File: config.mk
export PLATFORM = sky130hd
export DESIGN_NAME = conv_frame_ctrl
export DESIGN_NICKNAME = d
export VERILOG_FILES = /design/src/rtl/conv_frame_ctrl.sv
export SDC_FILE = /design/constraint.sdc
export NUM_CORES = 1
export LEC_CHECK = 0
export ABC_AREA = 1
export BUFFER_PORTS_ARGS = -buffer_cell sky130_fd_sc_hd__buf_4
export CELL_PAD_IN_SITES_DETAIL_PLACEMENT = 1
export CELL_PAD_IN_SITES_GLOBAL_PLACEMENT = 1
export CORE_MARGIN = 3
export CORE_UTILIZATION = 30
export DETAILED_ROUTE_END_ITERATION = 10
export PLACE_DENSITY = 0.65
export SLEW_MARGIN = 20
export SYNTH_ARGS = -nofsm -noshare
export SYNTH_HDL_FRONTEND = slang
export SYNTH_SLANG_ARGS = --single-unit
File: constraint.sdc
create_clock -name clk -period 1.8 [get_ports clk]
set_clock_uncertainty 0.05 [all_clocks]
set_input_delay 0.18 -clock clk [delete_from_list [all_inputs] [get_ports clk]]
set_output_delay 0.18 -clock clk [all_outputs]
set_load 0.005 [all_outputs]
File: src/rtl/conv_frame_ctrl.sv
// Frame sequencer feeding the conv engine: gates the pixel stream under valid/ready,
// tracks raster position, flags complete KxK windows and frames one image per start.
module conv_frame_ctrl #(
  parameter  int unsigned IMG_W  = 32,
  parameter  int unsigned IMG_H  = 32,
  parameter  int unsigned KERNEL = 5,
  parameter  int unsigned PIX_W  = 8,
  localparam int unsigned CW     = (IMG_W > 1) ? $clog2(IMG_W) : 1,
  localparam int unsigned RW     = (IMG_H > 1) ? $clog2(IMG_H) : 1
) (
  input  logic             clk,
  input  logic             rst_n,
  input  logic             i_start,
  input  logic             i_abort,
  input  logic             i_pix_valid,
  input  logic [PIX_W-1:0] i_pix,
  output logic             o_pix_ready,
  input  logic             i_conv_full,
  input  logic             i_out_ready,
  output logic             o_conv_valid,
  output logic [PIX_W-1:0] o_conv_pix,
  output logic             o_win_valid,
  output logic [RW-1:0]    o_out_row,
  output logic [CW-1:0]    o_out_col,
  output logic             o_busy,
  output logic             o_done
);

  localparam int unsigned KM1 = KERNEL - 1;
  localparam int unsigned KM2 = (KERNEL >= 2) ? KERNEL - 2 : 0;

  typedef enum logic [1:0] {S_IDLE, S_FILL, S_RUN, S_DONE} state_t;

  // A 1x1 kernel has no priming rows, so the frame starts directly in RUN.
  localparam state_t FIRST_ST = (KERNEL == 1) ? S_RUN : S_FILL;

  state_t        state_q;
  state_t        state_d;
  logic [CW-1:0] col;
  logic [RW-1:0] row;
  logic          accept;
  logic          col_last;
  logic          row_last;
  logic          win_hit;

  assign col_last = (col == CW'(IMG_W - 1));
  assign row_last = (row == RW'(IMG_H - 1));
  assign win_hit  = (row >= RW'(KM1)) && (col >= CW'(KM1));

  always_ff @(posedge clk or negedge rst_n) begin
    if (!rst_n) state_q <= S_IDLE;
    else        state_q <= state_d;
  end

  always_comb begin
    state_d = state_q;
    case (state_q)
      S_IDLE: if (i_start && !i_abort) state_d = FIRST_ST;
      S_FILL: begin
        if (i_abort)                                           state_d = S_IDLE;
        else if (accept && col_last && (row == RW'(KM2)))      state_d = S_RUN;
      end
      S_RUN: begin
        if (i_abort)                                           state_d = S_IDLE;
        else if (accept && col_last && row_last)               state_d = S_DONE;
      end
      S_DONE:  state_d = S_IDLE;
      default: state_d = S_IDLE;
    endcase
  end

  // Handshake and status decode; ready drops in the same cycle as any stall.
  always_comb begin
    o_pix_ready = 1'b0;
    o_busy      = 1'b0;
    o_done      = 1'b0;
    accept      = 1'b0;
    case (state_q)
      S_FILL, S_RUN: begin
        o_pix_ready = !i_conv_full && i_out_ready;
        o_busy      = 1'b1;
      end
      S_DONE: begin
        o_busy = 1'b1;
        o_done = 1'b1;
      end
      default: ;
    endcase
    accept = i_pix_valid && o_pix_ready;
  end

  // Raster position; abort and idle both hold the counters at the frame origin.
  always_ff @(posedge clk or negedge rst_n) begin
    if (!rst_n) begin
      col <= '0;
      row <= '0;
    end else if ((state_q == S_IDLE) || i_abort) begin
      col <= '0;
      row <= '0;
    end else if (accept) begin
      if (col_last) begin
        col <= '0;
        row <= row_last ? '0 : row + RW'(1);
      end else begin
        col <= col + CW'(1);
      end
    end
  end

  // Registered conv-side outputs, one cycle behind the accept.
  always_ff @(posedge clk or negedge rst_n) begin
    if (!rst_n) begin
      o_conv_valid <= 1'b0;
      o_conv_pix   <= '0;
      o_win_valid  <= 1'b0;
      o_out_row    <= '0;
      o_out_col    <= '0;
    end else begin
      o_conv_valid <= accept;
      o_win_valid  <= accept && win_hit;
      if (accept) o_conv_pix <= i_pix;
      if (accept && win_hit) begin
        o_out_row <= row - RW'(KM1);
        o_out_col <= col - CW'(KM1);
      end
    end
  end

endmodule

==> impl_results.md, run 1 <==
* Least-Margin Pin Slew at 408 ps
* CTS Sinks at 32
* Largest net degree at the start of global routing at 33
* Mapped Cells at 186
* RSZ-0062 raised after global routing: yes
* Main combinational cell family by area after synthesis: simple AND/OR/NAND/NOR gates
* CP required at 1920 ps
* Total power draw at 0.00245 W
* Hold Path Depth at 3
* Final #Nets at 267
* R2R Setup Slk at 150 ps
* Max_slew headroom at 0.728
* Mapped Nets at 219
* Root Driver: clkbuf_8
* Dpl hpwl at 2910 um
* Reg-to-Reg End: state_q[1]$_DFFE_PN0P_
* Placer Congestion at 0.732
* Final critical-path share of the clock period at 0.917
* Synthesized area per cell at 9.53 um^2
* Worst-path clk slew at 70 ps
* CTS HTree Levels at 2
* GR Util All Layers at 0.124
* Starting density of the core at 0.316
* Fmax at 606 MHz
* Lkg Pwr at 1.19 nW
* Hold wc startpoint: i_pix[7]
* DRT iter0 DRCs at 29
* # port buffers at 37
* CP endpoint kind: flop
* Antenna violations before repair at 0
* XOR/XNOR Fraction of Synth Area at 0.0297
* Post-CTS Setup Inserts at 0
* Final Hold Fails at 0
* Post-Route WL at 3940 um
* Final cell count without fillers at 307
* Multiplexer share of the synthesized area at 0
* Reg2reg start: state_q[0]$_DFFE_PN0P_
* Die Y at 82.9 um
* Status: completed
* Max Cap Viol at 0
* Worst Hold Class: in2reg
* CP Launch Type: flop
* Remaining DRCs at 0
* Tmin final at 1650 ps
* Complex-gate fraction of the synthesized area at 0.0763
* Synth Area in Adders at 0.127
* Sequential Area at 801 um^2
* First-pass GRT wire length at 6930 um
* Clock Latency Late Sink at 280 ps
* # fillers at 672
* Pwr Density at 1070 nW/um^2
* Util after Layout at 0.408
* Die width at 82.9 um
* Multi-input logic area at 865 um^2
* Peak VDD IR at 398 uV
* Simple logic cell fraction of the synthesized area at 0.245
* Arrival @ worst endpoint at 1770 ps
* Seq/Total Area, Yosys at 0.452
* Die area at 6860 um^2
* Row count at 27
* Number of vias per cell at 4.51
* Setup Crit Path Kind: reg2reg
* WL/cell at 12.8 um
* Pre-antenna DRT Iters at 4
* Vias in the first global route at 1452
* Area Growth Syn to Fin at 29.0%
* Share of cells above drive strength 1 at 0.328
* R2R depth at 9
* Via Count at 1385
* Final Setup Violations at 0
* Diodes inserted at 0
* Post-Syn Area at 1770 um^2
* Worst Hold End: o_conv_pix[7]$_DFFE_PN0P_
* Total grt overflow at 0
* CP max FO at 8
* Placed Cells incl. Taps at 297
* Post-route ant nets at 0
* Core box area at 5610 um^2
* Final slew viol count at 0
* # IOs at 38
* Cell variety after synth at 23
* Yosys reg bits at 32
* CTS tree: yes
* Clock buffer count from CTS at 5
* Synth warn at 0
* Clock buffer depth at 2
[Yosys cell counts (all sizes together)]
cell type / n / area [um^2]
nand2: 52 / 225
dfrtp: 32 / 801
inv: 23 / 86.3
ha: 18 / 225
o21ai: 17 / 123
nand3: 12 / 82.6
nor2: 11 / 70.1
nand4: 8 / 50.1
buf: 4 / 37.5
xor2: 4 / 35.0
o22ai: 2 / 12.5
xnor2: 2 / 17.5
or2: 1 / 6.26
[through the flow]
stage | worst slack, ps | area, um^2 | hold WS (ps) | setup TNS [ps]
after detailed placement | 75.6 | 2150 | 102 | 0
after global placement | 129 | 2150 | 106 | 0
after global routing | -6.14 | 2290 | 27.6 | -6.14
after CTS | 61.9 | 2270 | 26.6 | 0
after floorplan | 262 | 1770 | -166 | 0
final | 150 | 2290 | 37.2 | 0
[repair_timing]
item / in CTS / in global routing
setup endpoints to repair: 0 / 10
resized for setup: 0 / 1
hold buffers: 1 / 0
endpoints found under the hold margin: 32 / 0
[cell families after synthesis]
family	count (synthesis)
buffers and inverters	27
and+or+nand+nor	84
xor gates and xnor gates	6
adders and majority gates	18
AOI/OAI and AO/OA	19
DFF	32
[worst max path at each step]
stage,from,to,depth (start not counted)
global placement,state_q[0]$_DFFE_PN0P_,o_out_col[4]$_DFFE_PN0P_,7
finish,state_q[0]$_DFFE_PN0P_,state_q[1]$_DFFE_PN0P_,9
floorplan,state_q[0]$_DFFE_PN0P_,o_out_row[2]$_DFFE_PN0P_,8
CTS,state_q[0]$_DFFE_PN0P_,o_out_row[0]$_DFFE_PN0P_,7
global route,state_q[0]$_DFFE_PN0P_,row[2]$_DFFE_PN0P_,8
detailed placement,state_q[0]$_DFFE_PN0P_,o_out_row[0]$_DFFE_PN0P_,7
[where the power goes]
| group | switching (W) | leakage [nW] | internal [W] |
|---|---|---|---|
| sequential | 0.0000741 | 0.431 | 0.000850 |
| combinational | 0.000458 | 0.701 | 0.000389 |
| clock | 0.000273 | 0.0541 | 0.000409 |
[cell type report]
cell class | instances | share of cell area
clock buffers | 5 | 0.0301
clock inverters | 3 | 0.0186
inverters | 23 | 0.0378
multi-input cells | 128 | 0.378
flip-flops and latches | 32 | 0.350
well taps | 72 | 0.0394
repair buffers | 44 | 0.146
[cells in the final DEF (no fill, tap or decap), drive strengths merged]
cell type	Yosys	layout
nand2	52	52
buf	4	43
dfrtp	32	32
inv	23	23
ha	18	18
o21ai	17	17
nand3	12	13
nor2	11	11
nand4	8	8
clkbuf	0	5
xor2	4	4
xnor2	2	2
o22ai	2	2
or2	1	1
clkinv	0	1
bufinv	0	1
clkinvlp	0	1
dlygate4sd3	0	1
[worst max-delay path, stage by stage (launching register included)]
cell and delay (ps):
dfrtp_1 350, inv_1 80, ha_1 320, nand3_2 130, nor2_8 190, nand3_2 100, nand2_2 90, nand3_1 90
nand2_1 80, nand2_1 60
[registers in the layout, indices dropped and copies added, names as in the netlist]
register / flops
o_conv_pix: 8
row: 5
o_out_row: 5
state_q: 2
col: 5
o_conv_valid: 1
o_win_valid: 1
o_out_col: 5
[per-layer routing]
| metal | GRT usage | share of wire |
|---|---|---|
| met4 | 0.0490 | 0.019 |
| met3 | 0.0317 | 0.028 |
| met1 | 0.147 | 0.43 |
| met2 | 0.214 | 0.53 |
| met5 | 0 | 0 |
(Power assumes the default switching activity.)
==> inputs of run 2 (changes only) <==
Settings changed: CTS_BUF_LIST set to sky130_fd_sc_hd__clkbuf_16.
Clock period 1.8 ns to 1.64 ns, I/O delays scaled along.
==> run 2 against run 1 <==
Compared with the run above:
- die area unchanged
- first-iteration DRC count increased by 83%
- critical path depth down 3
- utilization increased by 5.0 points
==> impl_results.md, run 2 (synthesized netlist as in run 1, its figures left out) <==
* Lkg Pwr at 1.30 nW
* Final Setup Violations at 0
* CP endpoint kind: output pin
* Pre-antenna DRT Iters at 4
* Area Growth Syn to Fin at 44.8%
* Max incr delay on CP at 360 ps
* CTS tree: yes
* Final critical-path share of the clock period at 0.962
* Post-Route WL at 4510 um
* Hold wc startpoint: i_pix[7]
* Util after Layout at 0.458
* Final Hold Fails at 0
* Internal power at 0.00213 W
* Die Y at 82.9 um
* Crit-path cells: inv_2 > ha_4 > nand2_4 > nor2_4 > buf_4 > buf_4
* # port buffers at 37
* Worst-path clk slew at 50 ps
* Total negative slack at 0 ps
* Share of cells above drive strength 1 at 0.431
* Arrival @ worst endpoint at 1360 ps
* Tmin final at 1580 ps
* Peak VDD IR at 413 uV
* Most frequent cells in the layout: buf_4, nand2_1, dfrtp_1, inv_1, ha_1
* Buf/Inv on CP at 3
* Diodes inserted at 0
* Switching Share at 0.319
* Via Count at 1487
* Least-Margin Pin Slew at 431 ps
* Die width at 82.9 um
* Setup Crit Path Kind: reg2out
* Max reg flops at 8
* Clock Latency Late Sink at 270 ps
* CP max FO at 3
* Delay-heaviest family, CP: flip-flops
* Max_slew headroom at 0.713
* Starting density of the core at 0.316
* CTS HTree Levels at 2
* Post-route ant nets at 0
* Root Driver: clkbuf_16
* Max Cap Viol at 0
* DRT iter0 DRCs at 53
* Total grt overflow at 0
* Worst Setup SP: state_q[1]$_DFFE_PN0P_
* # IOs at 38
* Crit-path slowest cell: dfrtp_1
* Part of the power in the clock network at 0.270
* RSZ-0062 raised after global routing: yes
* Most common cell after layout, fill and taps aside: buf_4
* Status: completed
* Dpl hpwl at 2910 um
* Final slew viol count at 0
* Cell Area, Placed at 2220 um^2
* CP required at 1430 ps
* CP Launch Type: flop
* Psw at 0.000996 W
* # fillers at 669
* Die area at 6860 um^2
* Placed Cells incl. Taps at 305
* Final #Nets at 286
* Reg2reg start: col[0]$_DFFE_PN0P_
* Most flops, register: o_conv_pix
* CP most frequent cell: buf_4
* Row count at 27
* Clock buffer count from CTS at 5
* Worst Hold Class: in2reg
* Remaining DRCs at 0
* Final cell count without fillers at 325
* WL/cell at 13.9 um
* GR Util All Layers at 0.127
* Reg power frac at 0.327
* Core box area at 5610 um^2
* First-pass GRT wire length at 7160 um
* Comb pwr share at 0.403
* Pwr Density at 1220 nW/um^2
* Fin area at 2570 um^2
* Number of vias per cell at 4.58
* Fmax at 634 MHz
* CTS Sinks at 32
* Largest net degree at the start of global routing at 33
* Antenna violations before repair at 0
* Total power draw at 0.00312 W
* Vias in the first global route at 1492
* Clock buffer depth at 2
* Placer Congestion at 0.744
-- run 2: cell count changes in the layout (fill, tap and decap cells not counted), sizes merged --
| cell | previous run | this run |
|---|---|---|
| buf | 43 | 60 |
| nand3 | 13 | 15 |
| bufinv | 1 | 0 |
| clkinv | 1 | 2 |
| clkinvlp | 1 | 0 |
-- run 2: repair_timing --
action / CTS / global route
pin swaps: 2 / 10
setup endpoints to repair: 13 / 22
hold endpoints to repair: 32 / 0
hold buffers: 1 / 0
buffers inserted: 2 / 7
gates cloned: 1 / 2
gates resized for setup: 2 / 21
-- run 2: final cells by class --
type                       count  area [um^2]  share of cell area
clock inverter                 2         7.51             0.00293
inverter                      23         86.3              0.0336
tap                           72         90.1              0.0351
clock buffer                   5          125              0.0488
timing repair buffer          61          502               0.196
multi-input combinational    130          952               0.371
sequential                    32          803               0.313
-- run 2: per-layer routing --
layer	track usage	vias to the layer above	wire, um
li1	-	731	-
met1	0.152	735	2020
met2	0.219	17	2350
met3	0.0278	4	100
met4	0.0535	0	45
met5	0	-	0
-- run 2: power by group through the flow --
stage / Clock, W / Combinational [W] / Sequential (W)
floorplan: 0 / 0.000519 / 0.00104
global placement: 0 / 0.00102 / 0.00103
detailed placement: 0 / 0.00104 / 0.00103
CTS: 0.000882 / 0.00107 / 0.00102
global route: 0.000911 / 0.00139 / 0.00105
finish: 0.000843 / 0.00126 / 0.00102
-- run 2: worst paths after layout --
| path | to | slack, ps | cells after the start |
|---|---|---|---|
| max reg2reg | state_q[1]$_DFFE_PN0P_ | 70 | 9 |
| min reg2reg | o_out_row[1]$_DFFE_PN0P_ | 430 | 2 |
| max | o_pix_ready | 60 | 6 |
| min | o_conv_pix[7]$_DFFE_PN0P_ | 40 | 3 |
| min in group asynchronous | o_out_row[1]$_DFFE_PN0P_ | 340 | 2 |
| max in group asynchronous | row[3]$_DFFE_PN0P_ | 870 | 2 |
-- run 2: stage by stage --
step	hold WS (ps)	setup slack (ps)
2_1_floorplan	-182	102
3_3_place_gp	87.9	3.66
3_5_place_dp	91.6	-41.3
4_1_cts	30.1	-0.477
5_1_grt	38.2	-19.5
6_report	37.0	62.8
-- run 2: tightest hold or removal path: cells and delay by family --
| family | cells | cell delay, ps |
|---|---|---|
| and+or+nand+nor | 2 | 80 |
| buffers and inverters | 1 | 70 |
